==> src/rtl/seq_comparator_pkg.sv <==
// ============================================================================
//  Module   : seq_comparator_pkg
//  Purpose  : Shared types and helpers for the multi-cycle magnitude comparator.
//  Revision : 1.0
// ============================================================================
`default_nettype none

package seq_comparator_pkg;

   typedef enum logic [1:0] {
      IDLE = 2'd0,
      CMP  = 2'd1,
      DONE = 2'd2
   } cmp_state_t;

   function automatic int slice_count(input int width, input int chunk);
      return width / chunk;
   endfunction

endpackage

`default_nettype wire

==> src/rtl/seq_comparator_if.sv <==
// ============================================================================
//  Module   : seq_comparator_if
//  Purpose  : Start/busy/done handshake, operands and result flags.
//  Revision : 1.0
// ============================================================================
`default_nettype none

interface seq_comparator_if #(
   parameter int WIDTH = 16
);
   logic             start;
   logic             is_signed;
   logic [WIDTH-1:0] a;
   logic [WIDTH-1:0] b;
   logic             busy;
   logic             done;
   logic             a_greater_b;
   logic             a_equals_b;
   logic             a_smaller_b;

   modport master (
      output start, is_signed, a, b,
      input  busy, done, a_greater_b, a_equals_b, a_smaller_b
   );

   modport slave (
      input  start, is_signed, a, b,
      output busy, done, a_greater_b, a_equals_b, a_smaller_b
   );
endinterface

`default_nettype wire

==> src/rtl/seq_comparator_cmp_slice.sv <==
// ============================================================================
//  Module   : cmp_slice
//  Purpose  : Combinational unsigned compare of one CHUNK-bit slice.
//  Revision : 1.0
// ============================================================================
`default_nettype none

module cmp_slice
   import seq_comparator_pkg::*;
#(
   parameter int CHUNK = 4
) (
   input  logic [CHUNK-1:0] x,
   input  logic [CHUNK-1:0] y,
   output logic             gt,
   output logic             eq
);

   assign gt = (x > y);
   assign eq = (x == y);

endmodule

`default_nettype wire

==> src/rtl/seq_comparator.sv <==
// ============================================================================
//  Module   : seq_comparator
//  Purpose  : MSB-first multi-cycle signed/unsigned comparator with early exit.
//  Revision : 1.0
// ============================================================================
`default_nettype none

module seq_comparator
   import seq_comparator_pkg::*;
#(
   parameter int WIDTH = 16,
   parameter int CHUNK = 4
) (
   input  logic                clk,
   input  logic                rst,
   seq_comparator_if.slave     bus
);

   localparam int N  = slice_count(WIDTH, CHUNK);
   localparam int IW = (N > 1) ? $clog2(N) : 1;
   localparam logic [IW-1:0]    IDX_TOP  = IW'(N - 1);
   localparam logic [CHUNK-1:0] MSB_MASK = CHUNK'(1) << (CHUNK - 1);

   if ((WIDTH % CHUNK) != 0 || CHUNK < 1 || CHUNK > WIDTH) begin : g_bad_params
      $error("seq_comparator: WIDTH must be a positive multiple of CHUNK");
   end

   cmp_state_t       r_state;
   logic [WIDTH-1:0] r_a;
   logic [WIDTH-1:0] r_b;
   logic             r_signed;
   logic [IW-1:0]    r_idx;
   logic             r_busy;
   logic             r_done;
   logic             r_gt;
   logic             r_eq;
   logic             r_lt;

   logic [CHUNK-1:0] w_a_sl [N];
   logic [CHUNK-1:0] w_b_sl [N];
   logic [CHUNK-1:0] w_a_cur;
   logic [CHUNK-1:0] w_b_cur;
   logic [CHUNK-1:0] w_x;
   logic [CHUNK-1:0] w_y;
   logic             w_flip;
   logic             w_gt;
   logic             w_eq;

   for (genvar g = 0; g < N; g++) begin : g_slices
      assign w_a_sl[g] = r_a[g*CHUNK +: CHUNK];
      assign w_b_sl[g] = r_b[g*CHUNK +: CHUNK];
   end

   if (N == 1) begin : g_single
      assign w_a_cur = w_a_sl[0];
      assign w_b_cur = w_b_sl[0];
   end else begin : g_multi
      assign w_a_cur = w_a_sl[r_idx];
      assign w_b_cur = w_b_sl[r_idx];
   end

   // Offset-binary: flipping both sign bits turns a signed compare into unsigned.
   assign w_flip = r_signed && (r_idx == IDX_TOP);
   assign w_x    = w_a_cur ^ (w_flip ? MSB_MASK : '0);
   assign w_y    = w_b_cur ^ (w_flip ? MSB_MASK : '0);

   cmp_slice #(
      .CHUNK (CHUNK)
   ) u_slice (
      .x  (w_x),
      .y  (w_y),
      .gt (w_gt),
      .eq (w_eq)
   );

   always_ff @(posedge clk) begin
      if (rst) begin
         r_state  <= IDLE;
         r_a      <= '0;
         r_b      <= '0;
         r_signed <= 1'b0;
         r_idx    <= IDX_TOP;
         r_busy   <= 1'b0;
         r_done   <= 1'b0;
         r_gt     <= 1'b0;
         r_eq     <= 1'b0;
         r_lt     <= 1'b0;
      end else begin
         case (r_state)
            IDLE: begin
               r_done <= 1'b0;
               r_busy <= 1'b0;
               if (bus.start) begin
                  r_a      <= bus.a;
                  r_b      <= bus.b;
                  r_signed <= bus.is_signed;
                  r_idx    <= IDX_TOP;
                  r_gt     <= 1'b0;
                  r_eq     <= 1'b0;
                  r_lt     <= 1'b0;
                  r_busy   <= 1'b1;
                  r_state  <= CMP;
               end
            end
            CMP: begin
               if (w_gt) begin
                  r_gt    <= 1'b1;
                  r_done  <= 1'b1;
                  r_state <= DONE;
               end else if (!w_eq) begin
                  r_lt    <= 1'b1;
                  r_done  <= 1'b1;
                  r_state <= DONE;
               end else if (r_idx == '0) begin
                  r_eq    <= 1'b1;
                  r_done  <= 1'b1;
                  r_state <= DONE;
               end else begin
                  r_idx   <= r_idx - IW'(1);
               end
            end
            DONE: begin
               r_done  <= 1'b0;
               r_busy  <= 1'b0;
               r_state <= IDLE;
            end
            default: begin
               r_done  <= 1'b0;
               r_busy  <= 1'b0;
               r_state <= IDLE;
            end
         endcase
      end
   end

   assign bus.busy        = r_busy;
   assign bus.done        = r_done;
   assign bus.a_greater_b = r_gt;
   assign bus.a_equals_b  = r_eq;
   assign bus.a_smaller_b = r_lt;

endmodule

`default_nettype wire

==> src/flat_wrapper.sv <==
// flat-port wrapper written by rule: the top's interface ports become plain ports
module seq_comparator_flat import seq_comparator_pkg::*;
#(
   parameter int WIDTH = 16,
   parameter int CHUNK = 4
)
  (clk, rst, bus_start, bus_is_signed, bus_a, bus_b, bus_busy, bus_done, bus_a_greater_b, bus_a_equals_b, bus_a_smaller_b);
  seq_comparator_if #(.WIDTH(WIDTH)) bus_i ();
  input  logic clk;
  input  logic rst;
  input wire logic [$bits(bus_i.start)-1:0] bus_start;
  input wire logic [$bits(bus_i.is_signed)-1:0] bus_is_signed;
  input wire logic [$bits(bus_i.a)-1:0] bus_a;
  input wire logic [$bits(bus_i.b)-1:0] bus_b;
  output wire logic [$bits(bus_i.busy)-1:0] bus_busy;
  output wire logic [$bits(bus_i.done)-1:0] bus_done;
  output wire logic [$bits(bus_i.a_greater_b)-1:0] bus_a_greater_b;
  output wire logic [$bits(bus_i.a_equals_b)-1:0] bus_a_equals_b;
  output wire logic [$bits(bus_i.a_smaller_b)-1:0] bus_a_smaller_b;
  assign bus_i.start = bus_start;
  assign bus_i.is_signed = bus_is_signed;
  assign bus_i.a = bus_a;
  assign bus_i.b = bus_b;
  assign bus_busy = bus_i.busy;
  assign bus_done = bus_i.done;
  assign bus_a_greater_b = bus_i.a_greater_b;
  assign bus_a_equals_b = bus_i.a_equals_b;
  assign bus_a_smaller_b = bus_i.a_smaller_b;
  seq_comparator #(.WIDTH(WIDTH), .CHUNK(CHUNK)) u_core (.clk(clk), .rst(rst), .bus(bus_i));
endmodule
==> config.mk <==
export PLATFORM = sky130hd
export DESIGN_NAME = seq_comparator_flat
export DESIGN_NICKNAME = d
export VERILOG_FILES = /design/src/rtl/seq_comparator_pkg.sv /design/src/rtl/seq_comparator_if.sv /design/src/rtl/seq_comparator_cmp_slice.sv /design/src/rtl/seq_comparator.sv /design/src/flat_wrapper.sv
export SDC_FILE = /design/constraint.sdc
export NUM_CORES = 1
export LEC_CHECK = 0
export CORE_MARGIN = 1.5
export CORE_UTILIZATION = 46
export CTS_BUF_LIST = sky130_fd_sc_hd__clkbuf_8
export DETAILED_ROUTE_END_ITERATION = 10
export MAX_ROUTING_LAYER = met4
export PLACE_DENSITY = 0.88
export SYNTH_ARGS = -nofsm -noshare
export SYNTH_HDL_FRONTEND = slang
export SYNTH_SLANG_ARGS = --single-unit
==> constraint.sdc <==
create_clock -name clk -period 2.55 [get_ports clk]
set_clock_uncertainty 0.15 [all_clocks]
set_input_delay 0.6375 -clock clk [delete_from_list [all_inputs] [get_ports clk]]
set_output_delay 0.6375 -clock clk [all_outputs]
set_load 0.02 [all_outputs]
==> impl_metrics.yaml <==
power_and_ir_drop:
  powerDensity_mw_per_mm2: 666.1
  power_frac_clock: 0.307
  p_switching_mw: 0.4311
  netSwitchingFraction: 0.2707
  seqPwrFrac: 0.470
  total_leakage_power_nw: 0.9507
  power.internal_mw: 1.162
  comb_power_share: 0.223
  vdd_drop_max_v: 0.0003342
  power_mw: 1.593
clocking:
  htree_levels: 2
  post-cts-setup-buffers: 0
  clk_pin_slew_worst_paths_ns: 0.07
  cts.sink_count: 42
  cts_tree: "yes"
  clock_latency_ns: 0.29
  cts.path.max_buffers: 2
  cts_root_buffer: "clkbuf_8"
  cts_made_buffers: 5
critical_path:
  required_ns: 2.62
  crit_path_end_kind: "flop"
  crit_path_start: "u_core.r_idx[1]"
  worstSetupPathType: "flop to flop"
  slowest_stage: "mux4_2"
  worstPathCellList: "mux4_2, xnor2_1, ha_1, nand4_1, nor3_2, nor4_1, a31oi_1"
  path_buf_inv: 0
  worstReg2RegStart: "u_core.r_idx[1]"
  ff2ff_path_depth: 7
  regToRegSetupSlack_ns: 0.14
  start_kind: "flop"
  worstPathArrival_ns: 2.48
  critical_path_depth: 7
  r2r-end: "u_core.r_idx[1]"
  path_delay_family: "simple AND/OR/NAND/NOR gates"
  crit_fanout: 7
  max_stage_delay_ns: 0.54
placed_design:
  gp_congestion: 0.8529
  dp_cells: 294
  numPortBuffers: 40
  place_ws_ns: 0.07770
  dpl.hpwl_um: 3025
logic_synthesis:
  synth_area_mm2: 0.001808
  seq_area_frac_synth: 0.4651
  synth_top_area_share: 0.4651
  ys_ff_latch: 42
  synth_top_area_cell: "dfxtp_1"
  synthCells: 210
  yosys_warnings: 0
  avgSynthCellArea_um2: 8.609
  yosys-top-cells-area: "dfxtp_1 47%, nand2_1 14%, a21oi_1 10%, mux4_2 10%, ha_1 4.2%"
  syn_nets: 252
  ys_types: 28
floorplan:
  die_width_um: 65.69
  pin_count: 41
  initial_core_util: 0.4865
  rows: 22
  core-area_mm2: 0.003716
  die_y_um: 65.69
  dieArea_mm2: 0.004315
route:
  drt_wl_total_um: 4072
  routed_via_density: 5.338
  drt_pass1_iterations: 4
  first_iter_violations: 133
  route.detailed.drc: 0
  num_vias: 1612
  routedWlPerCell_um: 13.48
  ant_nets: 0
timing:
  slew_violations: 0
  hold_ws_ns: 0.3041
  finalHoldViolations: 0
  setup_viol: 0
  maxClockFrequency_ghz: 0.4142
  worst_pin_slew_ns: 0.3381
  setup_ws_ns: 0.1356
  rsz0062_at_grt: "false"
  slew_headroom: 0.7734
  min_period_ns: 2.414
  tns_ns: 0
  period_share: 0.9468
final_layout:
  diodes: 0
  stdcell_count: 302
  area_growth_pct: 32.25
  final_nets: 295
  layout-drive-gt1-share: 0.1142
global_routing:
  grt_max_degree: 24
  grt.total_usage: 0.2185
  grt_pass1_vias: 1636
  antenna_found_initial: 0
  grt_first_pass_wirelength_um: 6996
  grt-ovfl-total: 0
job:
  cap_viol_max_count: 0
status:
  status: "completed"
hold_path:
  hold_class: "flop to flop"
  whs_path_depth: 2
  whs_endpoint: "u_core.r_a[2]"
  holdCritStartpoint: "u_core.r_a[2]"
==> cell usage after synthesis <==
library cell / instances
nand4_1: 1
mux4_2: 8
nor3b_1: 1
inv_1: 7
buf_2: 7
o21a_1: 1
o21ai_0: 2
clkbuf_1: 5
a31oi_1: 2
or3b_1: 1
buf_4: 2
a41o_1: 1
ha_1: 6
nand2_1: 69
nor3_1: 3
nor3_2: 1
nor4_1: 2
xnor2_1: 1
a21oi_1: 36
nor2_1: 5
nand2b_1: 1
mux2i_1: 1
xor2_1: 1
and3_1: 1
nand3_1: 1
dfxtp_1: 42
nor2b_1: 1
a211oi_1: 1
==> cell type report <==
class                   instances  area [um^2]
clock buffers                   8        110.1
fillers                       315         1325
inverters                       7        26.28
multi-input cells             147        877.1
flip-flops and latches         42        842.1
well taps                      48        60.06
repair buffers                 50        475.5
==> metal layers <==
| metal | wire length (um) | global-route usage | part of all wire |
|---|---|---|---|
| met5 | 0 | - | 0 |
| met4 | 116 | 0.1198 | 0.028 |
| met3 | 266 | 0.04281 | 0.065 |
| met2 | 2024 | 0.3485 | 0.50 |
| met1 | 1664 | 0.2595 | 0.41 |
==> what timing repair did <==
| item | in CTS | in global routing |
|---|---|---|
| endpoints found under the setup margin | 0 | 6 |
| hold buffers | 0 | 0 |
| resized for setup | 0 | 1 |
==> how the worst max path moves through the flow <==
stage / endpoint / slack, ns
final: u_core.r_idx[1] / 0.14
after global routing: u_core.r_idx[1] / 0.01
after CTS: u_core.r_idx[1] / 0.007
after detailed placement: u_core.r_idx[1] / 0.08
after global placement: u_core.r_idx[1] / 0.18
after floorplan: u_core.r_idx[0] / 0.15
==> kinds of logic after synthesis <==
group,count (synthesis),synth area share
xor+xnor,2,0.009690
flops,42,0.4651
compound gates,43,0.1260
simple gates,87,0.2000
buf+inv,21,0.05259
fa+ha+maj,6,0.04152
mux,9,0.1052
==> worst min-delay path, cell delays in order (launching register included) <==
cell and delay, ns:
dfxtp_1 0.31, nand2_1 0.05, a21oi_1 0.05
==> state kept, by name, summed over array words and instances, names as in the netlist <==
register / count
u_core.bus.busy: 1
u_core.r_a: 16
u_core.bus.a_smaller_b: 1
u_core.r_signed: 1
u_core.r_idx: 2
u_core.r_b: 16
u_core.r_state: 2
u_core.bus.a_equals_b: 1
u_core.bus.a_greater_b: 1
u_core.bus.done: 1
==> power by group through the flow <==
stage | logic, mW | registers, mW | clock network [mW]
after global routing | 0.393 | 0.754 | 0.526
after detailed placement | 0.350 | 0.762 | 0
after CTS | 0.355 | 0.748 | 0.492
final | 0.355 | 0.749 | 0.488
after global placement | 0.333 | 0.760 | 0
after floorplan | 0.208 | 0.760 | 0
==> cell usage in the layout, fill, tap and decap left out, types with 2 or more instances in the layout <==
cell type / instances
nor4_1: 2
nor3_1: 3
a21oi_1: 36
clkbuf_8: 8
dfxtp_1: 41
mux4_2: 8
clkdlybuf4s50_1: 40
nand2_1: 69
a31oi_1: 2
nor2_1: 5
ha_1: 6
inv_1: 7
buf_4: 10
o21ai_0: 2
==> metrics by stage <==
stage / utilization / area (um^2)
floorplan: - / 1808
global placement: 0.6135 / 2280
detailed placement: 0.6135 / 2280
CTS: 0.6431 / 2390
global route: 0.6434 / 2391
finish: 0.6434 / 2391
Power figures use the tool's default switching activity.
